==> src/rtl/sync_pkg.sv <==
// Shared defaults and sizing helpers for the input synchroniser bank.
// Latency: n/a (constants and an elaboration-time function only).
// Backpressure: n/a.
package sync_pkg;

    localparam int SYNC_STAGES_DEFAULT   = 2;
    localparam int SYNC_DEBOUNCE_DEFAULT = 1;

    // Counter width that can hold DEBOUNCE-1, never narrower than one bit.
    function automatic int cnt_width(input int debounce);
        int w;
        w = $clog2(debounce + 1);
        return (w < 1) ? 1 : w;
    endfunction

endpackage

==> src/rtl/sync_debounce_cell.sv <==
// One channel: synchroniser chain, stability filter, registered rise/fall pulses.
// Latency: STAGES+DEBOUNCE edges from a stable din change to dout/rise/fall.
// Backpressure: none; level input sampled every cycle, pulses are fire-and-forget.
module sync_debounce_cell
    import sync_pkg::*;
#(
    parameter int   STAGES    = SYNC_STAGES_DEFAULT,
    parameter int   DEBOUNCE  = SYNC_DEBOUNCE_DEFAULT,
    parameter logic RESET_VAL = 1'b0
) (
    input  logic clk,
    input  logic reset,
    input  logic din,
    output logic dout,
    output logic rise,
    output logic fall,
    output logic pre_pulse
);

    localparam int            CW       = cnt_width(DEBOUNCE);
    localparam logic [CW-1:0] CNT_LAST = CW'(DEBOUNCE - 1);

    if (STAGES < 2 || STAGES > 4) begin : g_bad_stages
        $fatal(1, "sync_debounce_cell: STAGES must be in 2..4");
    end
    if (DEBOUNCE < 1) begin : g_bad_debounce
        $fatal(1, "sync_debounce_cell: DEBOUNCE must be >= 1");
    end

    (* ASYNC_REG = "TRUE", keep = "true" *) logic [STAGES-1:0] chain;

    logic          synced;
    logic          level;
    logic [CW-1:0] cnt;
    logic          accept;

    always_ff @(posedge clk) begin
        if (reset) begin
            chain <= {STAGES{RESET_VAL}};
        end else begin
            chain <= {chain[STAGES-2:0], din};
        end
    end

    assign synced = chain[STAGES-1];
    assign accept = (synced != level) && (cnt == CNT_LAST);

    // Any agreement with the current level throws away the partial count.
    always_ff @(posedge clk) begin
        if (reset) begin
            level <= RESET_VAL;
            cnt   <= '0;
            rise  <= 1'b0;
            fall  <= 1'b0;
        end else begin
            rise <= accept & synced;
            fall <= accept & ~synced;
            if (synced == level) begin
                cnt <= '0;
            end else if (accept) begin
                level <= synced;
                cnt   <= '0;
            end else begin
                cnt <= cnt + 1'b1;
            end
        end
    end

    assign dout      = level;
    assign pre_pulse = accept;

endmodule

==> src/rtl/sync_input_bank.sv <==
// WIDTH independent async level inputs synchronised and debounced into clk.
// Latency: STAGES+DEBOUNCE edges per channel; any_change aligned with rise/fall.
// Backpressure: none; outputs are levels and single-cycle events.
module sync_input_bank
    import sync_pkg::*;
#(
    parameter int               WIDTH     = 1,
    parameter int               STAGES    = SYNC_STAGES_DEFAULT,
    parameter int               DEBOUNCE  = SYNC_DEBOUNCE_DEFAULT,
    parameter logic [WIDTH-1:0] RESET_VAL = {WIDTH{1'b0}}
) (
    input  logic             clk,
    input  logic             reset,
    input  logic [WIDTH-1:0] din,
    output logic [WIDTH-1:0] dout,
    output logic [WIDTH-1:0] rise,
    output logic [WIDTH-1:0] fall,
    output logic             any_change
);

    logic [WIDTH-1:0] pre_pulse;

    for (genvar i = 0; i < WIDTH; i++) begin : g_ch
        (* keep_hierarchy = "yes" *)
        sync_debounce_cell #(
            .STAGES   (STAGES),
            .DEBOUNCE (DEBOUNCE),
            .RESET_VAL(RESET_VAL[i])
        ) u_cell (
            .clk      (clk),
            .reset    (reset),
            .din      (din[i]),
            .dout     (dout[i]),
            .rise     (rise[i]),
            .fall     (fall[i]),
            .pre_pulse(pre_pulse[i])
        );
    end

    // Registered from the cells' pre-pulses so it lands with rise/fall.
    always_ff @(posedge clk) begin
        if (reset) begin
            any_change <= 1'b0;
        end else begin
            any_change <= |pre_pulse;
        end
    end

endmodule

==> config.mk <==
export PLATFORM = sky130hd
export DESIGN_NAME = sync_input_bank
export DESIGN_NICKNAME = d
export VERILOG_FILES = /design/src/rtl/sync_pkg.sv /design/src/rtl/sync_debounce_cell.sv /design/src/rtl/sync_input_bank.sv
export SDC_FILE = /design/constraint.sdc
export NUM_CORES = 1
export LEC_CHECK = 0
export ABC_CLOCK_PERIOD_IN_PS = 800
export BUFFER_PORTS_ARGS = -buffer_cell sky130_fd_sc_hd__buf_2
export CAP_MARGIN = 40
export CELL_PAD_IN_SITES_DETAIL_PLACEMENT = 0
export CELL_PAD_IN_SITES_GLOBAL_PLACEMENT = 2
export CORE_AREA = 2 2 39 41
export DETAILED_ROUTE_END_ITERATION = 12
export DIE_AREA = 0 0 41 43
export MAX_ROUTING_LAYER = met4
export PLACE_DENSITY_LB_ADDON = 0.1
export RECOVER_POWER = 100
export SLEW_MARGIN = 10
export SYNTH_ARGS = -nofsm -noshare
export SYNTH_HDL_FRONTEND = slang
export SYNTH_SLANG_ARGS = --single-unit
==> constraint.sdc <==
create_clock -name clk -period 0.8 [get_ports clk]
set_input_delay 0.12 -clock clk [delete_from_list [all_inputs] [get_ports clk]]
set_output_delay 0.12 -clock clk [all_outputs]
set_load 0.02 [all_outputs]
# After elaboration in Yosys (flattened, before gate mapping)
# Cells that the tools add are included.
# W data, S select, Z words.
# totals
regBits,7
# op_classes
bitwise,5
addsub,1
eq_ne,2
reduce_logical,3
# op_table
cell,n
$not A1 Y1,3
$reduce_or A3 Y1,1
$and A1 B1 Y1,2
$reduce_and A2 Y1,1
$add A1 B1 Y1 const B,1
$eq A1 B1 Y1,1
$logic_and A1 B1 Y1,1
$ne A1 B1 Y1,1

# Depth between registers and ports, before layout
# Gate-level depths: netlist of the first run.
# depth
depth_word,3
depth_mapped,3
depth_no_buf,3

# Hierarchy
# The synthesis of the first run kept the hierarchy.
# by_module_without_submodules
mod,seq_area_each_um2,cells_each,instances,area_per_inst_um2
sync_debounce_cell,120.1,16,1,177.7
sync_input_bank,20.0,2,1,33.8

# Least setup slack after synthesis of the first run
# Ideal clock, no wire load.
# synth_timing
path_kind,register to register
start,register g_ch[0].u_cell.level
end,register any_change
period_less_slack_ps,882
path_buffers,0
setup_ps,112
stages_incl_launch_ff,4
path_slack_ps,-82
arrival_ps,770
path_cell_list,dfxtp_1 > nand2b_1 > a21oi_1 > nor2b_4
# synth_between
elab_chain_cells,2
# synth_rtl
item,line,rtl
"start, declared",sync_debounce_cell.sv:33,logic level;
"start signal, assigned",sync_debounce_cell.sv:61,level <= synced;
$ne A1 B1 Y1,sync_debounce_cell.sv:46,assign accept = (synced != level) && (cnt == CNT_LAST);
$logic_and A1 B1 Y1,sync_debounce_cell.sv:46,
via pre_pulse,sync_input_bank.sv:21,logic [WIDTH-1:0] pre_pulse;
"end signal, assigned",sync_input_bank.sv:45,any_change <= |pre_pulse;
"end, declared",sync_input_bank.sv:18,output logic any_change
# The timed path passes the listed nets, and every way through them passes these cells.
# A chain may end at the register's enable or synchronous reset.

# Worst setup path after layout of the first run
# layout_timing
start,register g_ch[0].u_cell.level
end,output dout
# layout_rtl
item,line,rtl
"end, declared",sync_input_bank.sv:15,"output logic [WIDTH-1:0] dout,"
# No word-level cell between the ends.

==> results by stage, run 1 <==
Clocking:
- The cell sitting at the root of the clock tree is a clkbuf_4.
- The clock-pin slew on the worst setup and hold paths is 0.05 ns.
- CTS built an H-tree with a depth of 1.
- Gates resized during post-CTS repair numbered 10.
- Buffers inserted during clock tree synthesis total 3.
- For this design, the CTS-stage hold fixing added 0 buffers.
- The number of buffers on the longest clock path is 2.
- The number of post-CTS setup repair buffers is 0.
- Clock tree synthesis found a total of 7 sinks.
- TritonCTS built the clock tree.
- The clock latency reported for the late side of the worst-skew pair is 0.25 ns.

Placement:
- Including well taps, the total number of placed cells is 40.
- The number of buffers added on ports is 6.
- The final weighted congestion in routability-driven placement is 0.554.

Timing:
- The final number of setup-violating endpoints is 2.
- Setup total negative slack on the finished layout was measured at -0.101 ns.
- Based on the critical path, the design can be clocked at up to 1170 MHz.
- Setup repair after global routing could not meet its margin everywhere.
- The number of slew-limit violations in the final report came to 0.
- Once routing completed, OpenROAD measured the worst setup slack at -0.0545 ns.
- On the final layout, the worst clock skew is roughly 0.0040 ns.
- The number of hold violations in the final report is 0.
- The tightest hold path in the finished design has a slack of 0.0880 ns.
- Counting I/O delays and the setup requirement, the final critical path takes 0.855 ns.
- After layout, the worst path uses 107% of the clock period.

Synth:
- Each instance of the synthesized netlist takes up on average 11.7 um2.
- When the netlist entered floorplanning its net count stood at 21.
- After synthesis the cells add up to 211 um2.
- The share of the yosys chip area belonging to registers is 66.3%.
- The synthesized design contains 7 register bits.
- In this run, distinct cell masters in the synthesized netlist total 9.
- The cell count after synthesis came out at 18.
- The number of synthesis warnings is 0.

Finish:
- Cells fill 24.4% of the core in the end.
- The number of non-filler instances in the completed layout is 44.
- The final layout contains 32 nets.
- Of the cells placed in the final design, the portion with a size suffix greater than 1 is 57.1%.
- From synthesis to final layout, the design area changed by 59.8%.
- The number of inserted filler cells in the final layout is 154.
- In the layout the commonest cells are 4 x buf_6, 3 x dfxtp_2, 3 x clkbuf_4, 3 x dfxtp_1.
- The count of inserted antenna diode cells is 0.
- The library cell used most frequently in the layout, excluding fill and tap cells, is buf_6.

Route:
- The via count normalized by instance count is 3.45.
- Dividing the detail-routed wire length by the instance count gives 8.39 um.
- The routed wire length is 369 um.
- After detailed routing, the number of remaining DRC violations is 0.
- The detailed-router iteration count before antenna repair is 1.
- The violation count after the first detailed-route iteration is 0.
- The number of nets with antenna violations after routing is 0.
- The detailed-route via count is about 150.

Setup path:
- The worst-path maximum fanout is 4.
- The required time of the critical path is 0.68 ns.
- STA classifies the critical path endpoint as a primary output.
- STA classifies the critical path startpoint as a register.
- The library cell contributing the largest single delay on the critical path is dfxtp_4.
- The family of cells with the greatest summed delay on the critical path is flip-flops.
- The critical path goes through buf_6.
- Counting both buffers and inverters, the worst setup path holds a total of 1.
- At the worst endpoint, the arrival time is 0.73 ns.
- The largest single stage delay on the critical path is between 0.3 and 0.4 ns.
- The setup path with the least slack is of type reg -> out.

Floorplanning:
- The floorplan has 14 rows.
- Pin placement for this block handled 7 I/O pins.
- The floorplan core area is 1380 um2.
- The width of the die is 41 um.
- The die is 43 um tall.
- The floorplan step defined a die boundary enclosing approximately 1800 um2.
- Once the floorplan was initialized, standard cells occupied 15.3% of the core.

Global route:
- The largest net degree at the start of global routing is 7.
- The number of global-route vias before repair is approximately 150.
- Global routing finished with a remaining overflow of 0.
- The total routing usage reported by global routing is approximately 6.0%.
- The initial antenna violation count is 0.
- The wire length of the first global-routing pass is 565 um.

Outcome:
- The checks that failed: negative setup slack.
- The run finished, with violations left.

Flow run:
- The reported max-cap violation count is 0.

Power and ir drop:
- The power density of the placed cells is 2150 nW/um2.
- The static power due to leakage is 0.132 nW.
- IR analysis of the VDD net gives a maximum drop of ~0.56 mV.

Min path:
- The kind of path behind the tightest hold check is in -> reg.
path summary, 6_finish.rpt:
check,startpoint,to,slack (ns),depth (start not counted)
min reg2reg,g_ch[0].u_cell/chain[0]$_SDFF_PP0_,g_ch[0].u_cell/chain[1]$_SDFF_PP0_,0.45,1
min,din,g_ch[0].u_cell/chain[0]$_SDFF_PP0_,0.09,2
max,g_ch[0].u_cell/dout$_SDFFE_PP0P_,dout,-0.05,1
max reg2reg,g_ch[0].u_cell/chain[1]$_SDFF_PP0_,any_change$_SDFF_PP0_,-0.05,3
where the power goes:
part | switching (mW) | total [mW] | leakage (nW) | internal [mW]
Clock | 0.128 | 0.318 | 0.0150 | 0.190
Combinational | 0.0169 | 0.0394 | 0.0570 | 0.0225
Sequential | 0.00982 | 0.368 | 0.0596 | 0.358
Total | 0.155 | 0.725 | 0.132 | 0.571
cell type report:
class                      count  area [um2]  area share (%)
timing repair buffer           6        53.8            15.9
sequential                     7         148            43.7
tap                           16        20.0            5.93
clock buffer                   4        26.3            7.78
multi-input combinational     11        90.1            26.7
cell families after synthesis:
logic type / Yosys count / synth area share (%)
mux: 1 / 4.73
other cells: 1 / 1.77
simple gates: 8 / 24.8
flops: 7 / 66.3
compound gates: 1 / 2.36
synth_stat cells:
cell / instances / area [um2]
dfxtp_1: 7 / 140
nand2b_1: 2 / 12.5
nor2b_1: 2 / 12.5
nor3_1: 2 / 10.0
a21oi_1: 1 / 5.00
conb_1: 1 / 3.75
mux2i_1: 1 / 10.0
nor2_1: 1 / 3.75
nor2b_4: 1 / 13.8
metrics by stage:
stage          power (mW)  instance area (um2)  setup slack, ns
2_1_floorplan       0.391                  223          0.00840
4_1_cts             0.746                  327          -0.0645
3_5_place_dp        0.407                  273          -0.0581
6_report            0.725                  338          -0.0545
3_3_place_gp        0.406                  273          -0.0595
5_1_grt             0.768                  338          -0.0758
state kept, by name (all words and copies together) (netlist names):
| name | cells |
|---|---|
| any_change | 1 |
| g_ch.u_cell/chain | 2 |
| g_ch.u_cell/cnt | 1 |
| g_ch.u_cell/dout | 1 |
| g_ch.u_cell/fall | 1 |
| g_ch.u_cell/rise | 1 |
worst register-to-register path, stage by stage, from the launching register on:
cell	delay [ns]
dfxtp_1	0.40
nand2b_4	0.17
a21oi_2	0.05
nor2b_4	0.12
layer usage:
layer	part of all wire, %	global-route usage, %	up-vias
met5	0	-	-
met4	1.4	10.0	0
met3	9.2	3.14	2
met2	51	6.56	6
met1	38	5.18	68
li1	-	-	76
No activity file was read; power rests on OpenSTA's default activity.
==> inputs of run 2 (changes only) <==
--- a/config.mk
+++ b/config.mk
@@ -16,6 +16,7 @@
 export MAX_ROUTING_LAYER = met4
 export PLACE_DENSITY_LB_ADDON = 0.1
 export RECOVER_POWER = 100
+export REMOVE_ABC_BUFFERS = 1
 export SLEW_MARGIN = 10
 export SYNTH_ARGS = -nofsm -noshare
 export SYNTH_HDL_FRONTEND = slang
==> results by stage, run 2 (same netlist as run 1, synthesis figures left out) <==
Timing:
- The worst clock skew is 0.00180 ns (-0.00223 ns).
- The highest attainable clock frequency is 1090 MHz (-7.1%).
- The final hold slack is 0.0806 ns (-0.00742 ns).
- The final number of setup-violating endpoints was 4 (+2).
- Setup repair after global routing could not meet its margin everywhere.
- The portion of the clock cycle consumed by the worst path in the final layout is 115% (+8.2 points).
- The accumulated negative setup slack is -0.187 ns (-0.0860 ns).
- The number of slew-limit violations in the final report came to 0 (unchanged).
- The number of hold violations in the final report was 0 (unchanged).
- The worst-case setup margin in the final layout is -0.120 ns (-0.0658 ns).
- The shortest clock period the worst path allows after layout is 0.920 ns (+0.0658 ns).

Global route:
- The global-route congestion overflow total is 0 (unchanged).
- The wire length of the first global-routing pass is 552 um (-2.3%).
- The largest net degree at the start of global routing is 7 (unchanged).
- The initial antenna violation count is 0 (unchanged).
- The number of global-route vias before repair is 138 (-9.2%).
- The total routing usage reported by global routing is 5.76% (-0.22 points).

Setup path:
- The worst register-to-register path ends at g_ch[0].u_cell/dout$_SDFFE_PP0P_.
- The worst-path maximum fanout is 3 (-1).
- The worst setup path is captured at a primary output.
- The worst setup path category is reg -> out.
- The depth of the worst register-to-register path is 4 (+1).
- The worst endpoint data arrival time is 0.80 ns (+0.07 ns).
- The slack of the worst reg-to-reg path is -0.04 ns (about the same).
- The worst register-to-register path begins at g_ch[0].u_cell/dout$_SDFFE_PP0P_.
- The sort of element at the start of the critical path is a register.
- The required time of the critical path came to 0.68 ns (about the same).

Finish:
- The number of inserted filler cells in the final layout is 151 (-1.9%).
- The count of inserted antenna diode cells was 0 (unchanged).
- g_ch.u_cell/chain holds more flip-flops than any other register.
- The final-stage net count is 35 (+9.4%).
- The top cell types in the final layout, fill and taps aside, are 5 x buf_6, 4 x dfxtp_2, 3 x clkbuf_4, 3 x dfxtp_1.
- The signed area change from the synthesized netlist to the final layout is 63.9%.
- The flip-flop count of the largest register after layout was 2 (unchanged).
- The library cell used most frequently in the layout, excluding fill and tap cells, is buf_6.
- The ratio of cells with drive above 1 in the final layout is 54.8% (-2.3 points).

Min path:
- The hold path startpoint is din.
- The hold-critical path depth came to 2 (unchanged).
- The worst min-delay path endpoint is g_ch[0].u_cell/chain[0]$_SDFF_PP0_.
- The kind of path behind the tightest hold check is in -> reg.

Power and ir drop:
- The worst ir drop on vdd is 0.621 mV (+11%).
- The static power due to leakage is 0.144 nW (+9.7%).
- The overall power is 733 uW (+0.99%).
- The power density of the placed cells came to 2110 nW/um2 (-1.6%).

Floorplanning:
- The floorplan die height is 43 um (unchanged).
- The initial core utilization came to 15.3% (unchanged).
- The floorplan core area came to 1380 um2 (unchanged).
- The full die area came to 1760 um2 (unchanged).
- The width of the die is 41 um (unchanged).
- The total I/O pin count is 7 (unchanged).
- The row count is 14 (unchanged).

Clocking:
- TritonCTS built the clock tree.
- The tree is rooted in a clkbuf_4.
- The number of buffers created by CTS is 3 (unchanged).
- The count of clock tree sinks was 7 (unchanged).
- The number of buffers on the longest clock path is 2 (unchanged).
- The clock latency reported for the late side of the worst-skew pair is 0.25 ns (about the same).
- The maximum level of the CTS H-tree is 1 (unchanged).
- The clock-pin slew on the worst setup and hold paths is 0.05 ns (about the same).

Route:
- The DRC violation count after routing came to 0 (unchanged).
- The met1 wire length is 163 um (+17%).
- The violation count after the first detailed-route iteration is 1 (+1).
- The met2 routed wirelength is 184 um (-3.2%).
- The per-cell routed wire length is 8.23 um (-1.8%).
- The highest metal layer carrying signal wires in the routed design is met4.
- The via count normalized by instance count is 3.45 (-0.22%).
- The routed wire length is 387 um (+4.9%).
- The detailed-route via count came to 162 (+6.6%).
- The number of nets with antenna violations after routing is 0 (unchanged).
- The detailed-router iteration count before antenna repair is 2 (+1).
- The amount of wire on met3 after detailed routing is 35 um (+2.9%).

Flow run:
- The reported max-cap violation count came to 0 (unchanged).

Placement:
- The final weighted congestion in routability-driven placement is 0.614 (+11%).
- The number of buffers added on ports came to 6 (unchanged).
- The HPWL after detailed placement is 247 um.
- The worst setup timing slack at the placement stage is -0.0145 ns (+0.0436 ns).

Outcome:
- The final reports fail on negative setup slack.
- The flow ran to the end, but the final reports show violations.
## run 2: cell count changes in the layout (fill, tap and decap cells not counted), sizes merged
cell | before | now
buf | 5 | 8
## run 2: cell type report
type	count	area [um2]	area share, %
sequential	7	145	41.9
timing repair buffer	9	80.1	23.1
multi-input combinational	11	75.1	21.7
clock buffer	4	26.3	7.58
tap	16	20.0	5.78
## run 2: through the flow
step           util, %  std cells  cell area [um2]
2_1_floorplan        -         18              211
3_3_place_gp      20.0         42              277
3_5_place_dp      20.0         42              277
4_1_cts           24.6         46              340
5_1_grt           25.0         47              347
6_report          25.0         47              347
## run 2: how the worst max path moves through the flow
| stage | from | to | slack [ns] | cells past startpoint |
|---|---|---|---|---|
| 3_3_place_gp | g_ch[0].u_cell/dout$_SDFFE_PP0P_ | any_change$_SDFF_PP0_ | -0.03 | 3 |
| 3_5_place_dp | g_ch[0].u_cell/dout$_SDFFE_PP0P_ | any_change$_SDFF_PP0_ | -0.01 | 3 |
| 6_report | g_ch[0].u_cell/dout$_SDFFE_PP0P_ | dout | -0.12 | 2 |
| 4_1_cts | g_ch[0].u_cell/dout$_SDFFE_PP0P_ | dout | -0.13 | 2 |
| 2_1_floorplan | g_ch[0].u_cell/dout$_SDFFE_PP0P_ | any_change$_SDFF_PP0_ | -0.08 | 3 |
| 5_1_grt | g_ch[0].u_cell/dout$_SDFFE_PP0P_ | dout | -0.15 | 2 |
## run 2: power breakdown
part | internal, mW | switching (mW)
clock network | 0.190 | 0.130
registers | 0.361 | 0.00755
logic | 0.0246 | 0.0191
total | 0.576 | 0.157
## run 2: repair_timing
action | 4_1_cts | 5_1_grt
hold buffers | 0 | 0
endpoints found under the setup margin | 5 | 6
gates resized for setup | 14 | 0
buffers inserted | 0 | 1
## run 2: layer usage
metal	GRT usage [%]	up-vias
met5	-	-
li1	-	83
met3	3.14	2
met1	5.47	71
met2	6.56	6
met4	8.00	0
## run 2: worst max-delay path: stages (launching register included)
cell,delay [ns]
dfxtp_2,0.32
buf_6,0.11
buf_6,0.12
